<file path="config.mk">
export PLATFORM = sky130hd
export DESIGN_NAME = serial_adder_ctrl
export DESIGN_NICKNAME = d
export VERILOG_FILES = /design/src/rtl/serial_adder_ctrl_pkg.sv /design/src/rtl/serial_adder_ctrl_adder.sv /design/src/rtl/serial_adder_ctrl.sv
export SDC_FILE = /design/constraint.sdc
export NUM_CORES = 1
export LEC_CHECK = 0
export CORE_MARGIN = 4
export CORE_UTILIZATION = 40
export DETAILED_ROUTE_END_ITERATION = 8
export GPL_ROUTABILITY_DRIVEN = 1
export SLEW_MARGIN = 10
export SYNTH_ARGS = -nofsm -noshare
export SYNTH_HDL_FRONTEND = slang
export SYNTH_SLANG_ARGS = --single-unit
</file>
<file path="constraint.sdc">
create_clock -name clk -period 1.3 [get_ports clk]
set_input_delay 0.195 -clock clk [delete_from_list [all_inputs] [get_ports clk]]
set_output_delay 0.195 -clock clk [all_outputs]
set_load 0.01 [all_outputs]
</file>
<file path="src/rtl/serial_adder_ctrl_pkg.sv">
// Shared definitions for the bit-serial adder controller: state encodings
// and the default operand width.
package serial_adder_ctrl_pkg;

  localparam int WIDTH_DEF = 8;

  typedef enum logic [1:0] {
    ST_IDLE  = 2'b00,
    ST_SHIFT = 2'b01,
    ST_DONE  = 2'b10
  } state_e;

endpackage

</file>
<file path="src/rtl/serial_adder_ctrl_adder.sv">
// One-bit full-adder cell (module adder) driven one bit pair per clock by
// serial_adder_ctrl.
module adder (
  output logic suma,
  output logic cout,
  input  logic a,
  input  logic b,
  input  logic cin
);

  assign suma = a ^ b ^ cin;
  assign cout = (a & b) | (a & cin) | (b & cin);

endmodule

</file>
<file path="src/rtl/serial_adder_ctrl.sv">
// Bit-serial adder: loads two WIDTH-bit operands, ripples them LSB first
// through a single full-adder cell and pulses done with the registered sum.
module serial_adder_ctrl
  import serial_adder_ctrl_pkg::*;
#(
  parameter  int WIDTH = WIDTH_DEF,
  localparam int CNT_W = $clog2(WIDTH) + 1
) (
  input  logic             clk,
  input  logic             rst,
  input  logic             start,
  input  logic [WIDTH-1:0] a_in,
  input  logic [WIDTH-1:0] b_in,
  input  logic             cin_in,
  output logic             busy,
  output logic             done,
  output logic [WIDTH-1:0] sum_out,
  output logic             cout_out
);

  state_e             state_q;
  logic [WIDTH-1:0]   a_sh_q;
  logic [WIDTH-1:0]   b_sh_q;
  logic [WIDTH-1:0]   s_sh_q;
  logic [WIDTH-1:0]   s_sh_d;
  logic               carry_q;
  logic [CNT_W-1:0]   cnt_q;
  logic               busy_q;
  logic               done_q;
  logic [WIDTH-1:0]   sum_q;
  logic               cout_q;
  logic               fa_sum;
  logic               fa_cout;
  logic               last_bit;

  adder fa0 (
    .suma (fa_sum),
    .cout (fa_cout),
    .a    (a_sh_q[0]),
    .b    (b_sh_q[0]),
    .cin  (carry_q)
  );

  // New sum bit enters at the MSB; written as a shift so WIDTH=1 stays legal.
  assign s_sh_d   = (s_sh_q >> 1) | (WIDTH'(fa_sum) << (WIDTH - 1));
  assign last_bit = (cnt_q == CNT_W'(WIDTH - 1));

  always_ff @(posedge clk) begin
    if (rst) begin
      state_q <= ST_IDLE;
      a_sh_q  <= '0;
      b_sh_q  <= '0;
      s_sh_q  <= '0;
      carry_q <= 1'b0;
      cnt_q   <= '0;
      busy_q  <= 1'b0;
      done_q  <= 1'b0;
      sum_q   <= '0;
      cout_q  <= 1'b0;
    end else begin
      case (state_q)
        ST_IDLE, ST_DONE: begin
          done_q <= 1'b0;
          if (start) begin
            state_q <= ST_SHIFT;
            busy_q  <= 1'b1;
            a_sh_q  <= a_in;
            b_sh_q  <= b_in;
            carry_q <= cin_in;
            cnt_q   <= '0;
            s_sh_q  <= '0;
          end else begin
            state_q <= ST_IDLE;
            busy_q  <= 1'b0;
          end
        end
        ST_SHIFT: begin
          s_sh_q  <= s_sh_d;
          carry_q <= fa_cout;
          a_sh_q  <= a_sh_q >> 1;
          b_sh_q  <= b_sh_q >> 1;
          cnt_q   <= cnt_q + 1'b1;
          if (last_bit) begin
            state_q <= ST_DONE;
            busy_q  <= 1'b0;
            done_q  <= 1'b1;
            sum_q   <= s_sh_d;
            cout_q  <= fa_cout;
          end
        end
        default: begin
          state_q <= ST_IDLE;
          busy_q  <= 1'b0;
          done_q  <= 1'b0;
        end
      endcase
    end
  end

  assign busy     = busy_q;
  assign done     = done_q;
  assign sum_out  = sum_q;
  assign cout_out = cout_q;

endmodule

</file>
==> metrics <==
width of the die 73.5 um; max_cap viols 0; Final min period 1.23 ns; DR pass1 iterations 4; sequential share of power 0.545; Avg Cell Area, Syn 8.76 um^2; total global-route track usage 0.150; CP Data Required Time 1.47 ns; Highest Clock Rate 0.814 GHz; clk sinks 41; setup TNS 0 ns; CTS tree yes; Total Wirelength 3790 um; leakage power 0.805 nW; total power draw 2.44 mW; HPWL after DPL 2670 um; Final Cell Area 2190 um^2; DR iter-0 viols 82; Core Rows 23; Final Setup Violations 0; GPL Wtd Cong 0.727; Final Core Density 0.536; io pins 31; Die Y 73.5 um; Area Growth Syn to Fin 27.6%; CP Class register to register; Overflow after GRT 0; TritonCTS Buffers 5; Max FO, Critical Path 11; synth top area cells dfxtp_1, a21oi_1, nand3_1; clock skew 0.00529 ns; critical path launch point type register; synthesized net count 218; worst rel slew slack 0.855; number of remaining DRC errors 0; CP Capture Type register; WHS 0.450 ns; DR WL/cell 13.6 um; share of the synthesized area in the top cell type 0.478; P_int 1.85 mW; Max IR drop VDD 0.734 mV; data arrival time of the worst path 1.40 ns; vias in the first global route 1398; Netlist cell types 24; antenna-violating nets left 0; number of synthesis warnings 0; status finished clean; commonest non-fill, non-tap cell in the layout dfxtp_1; cells after synthesis 196; Die Area 5400 um^2; Hold WC Path Type primary input to register; H-tree Lvls 2; switching power 593 uW; largest net degree at the start of global routing 28; clock root buffer clkbuf_8; RSZ-0062 raised after global routing no; clock transition at the registers of the reported paths 0.07 ns; vias 1480; clock tree buffer depth 2; Nets 250; PwrDens 1110 nW/um^2; Max Slew Vio Count 0; initial antenna violation count 0; post-synth top area cell dfxtp_1; vias per cell 5.30; sequential area share after synthesis 0.478; power share of the clock group 0.320; Comb pwr share 0.135; placed cell areas 2110 um^2; actual slew at the worst max-slew pin 0.216 ns; commonest cells after routing, fill and taps aside dfxtp_1, a21oi_1, nand3_1; first-pass GRT wire length 6260 um; core footprint 4090 um^2; Final Hold Viols 0; Ant. Diodes 0; Syn Std Cell Area 1720 um^2; final worst-path cycle share 0.945; layout cells sized above 1 0.118; Sw Share 0.243; worst skew pair latency 0.29 ns; #FFs+latches synth 41; IO buf count 30; initial core utilization 0.420
-- sequential cells by signal, indices dropped and copies added (netlist names) --
signal,flops
a_sh_q,8
b_sh_q,8
busy,1
carry_q,1
cnt_q,4
cout_out,1
done,1
s_sh_q,7
state_q,2
sum_out,8
-- final cells by class --
cell class                      instances  area [um^2]
Fill cell                             398         1900
Multi-Input combinational cell        136          792
Clock buffer                            8         80.1
Timing Repair Buffer                   44          433
Sequential cell                        41          823
Tap cell                               50         62.6
-- worst paths after layout --
check	startpoint	end	slack (ns)	cells after the start
hold reg to reg	done	done	0.46	2
setup / recovery	cnt_q[0]	sum_out[6]	0.07	5
setup reg to reg	cnt_q[0]	sum_out[6]	0.07	5
hold / removal	a_in[7]	a_sh_q[7]	0.45	3
-- critical path, cell delays in order, from the launching register on --
cell and delay [ns]:
dfxtp_2 0.35, ha_2 0.19, nand3b_1 0.11, buf_4 0.19, o21ai_0 0.18, o21ai_1 0.09
-- cells in the mapped netlist, drive strengths merged --
cell / number
clkbuf: 5
and2b: 1
a22oi: 15
nand3: 27
nand4: 1
or2: 1
mux2: 2
ha: 1
fa: 1
nand2b: 12
o21ai: 18
nand2: 11
nor3b: 1
nand3b: 1
a21oi: 30
nor2b: 10
a211oi: 1
dfxtp: 41
buf: 14
nor2: 3
-- metal layers --
| layer | part of all wire | vias to the layer above | track usage |
|---|---|---|---|
| met5 | 0 | - | 0 |
| met4 | 0.015 | 0 | 0.0563 |
| met3 | 0.051 | 6 | 0.0479 |
| met2 | 0.48 | 35 | 0.243 |
| met1 | 0.45 | 689 | 0.186 |
| li1 | - | 750 | - |
-- power groups by stage --
stage / combinational (mW) / clock, mW / sequential [mW]
after global placement: 0.320 / 0 / 1.36
after global routing: 0.364 / 0.855 / 1.34
after floorplan: 0.195 / 0 / 1.35
after detailed placement: 0.328 / 0 / 1.36
final: 0.329 / 0.782 / 1.33
after CTS: 0.328 / 0.825 / 1.33
-- metrics by stage --
stage          instances  setup WS (ns)
2_1_floorplan        196          0.146
3_3_place_gp         271         -0.200
3_5_place_dp         271         -0.291
4_1_cts              279         0.0111
5_1_grt              279        0.00349
6_report             279         0.0720
-- cell families (layout without fill, tap and decap cells) --
group / after synthesis / after routing / synth area share
muxes: 2 / 2 / 0.0153
DFF: 41 / 41 / 0.478
and+or+nand+nor: 68 / 68 / 0.210
AOI/OAI and AO/OA: 64 / 64 / 0.213
adders and majority gates: 2 / 2 / 0.0189
buffers and inverters: 19 / 52 / 0.0649
-- timing repair --
item	in CTS	in global routing
buffers inserted	0	0
endpoints found under the hold margin	0	0
hold buffers	0	0
setup endpoints to repair	19	25
resized for setup	12	5
Power figures use the tool's default switching activity.
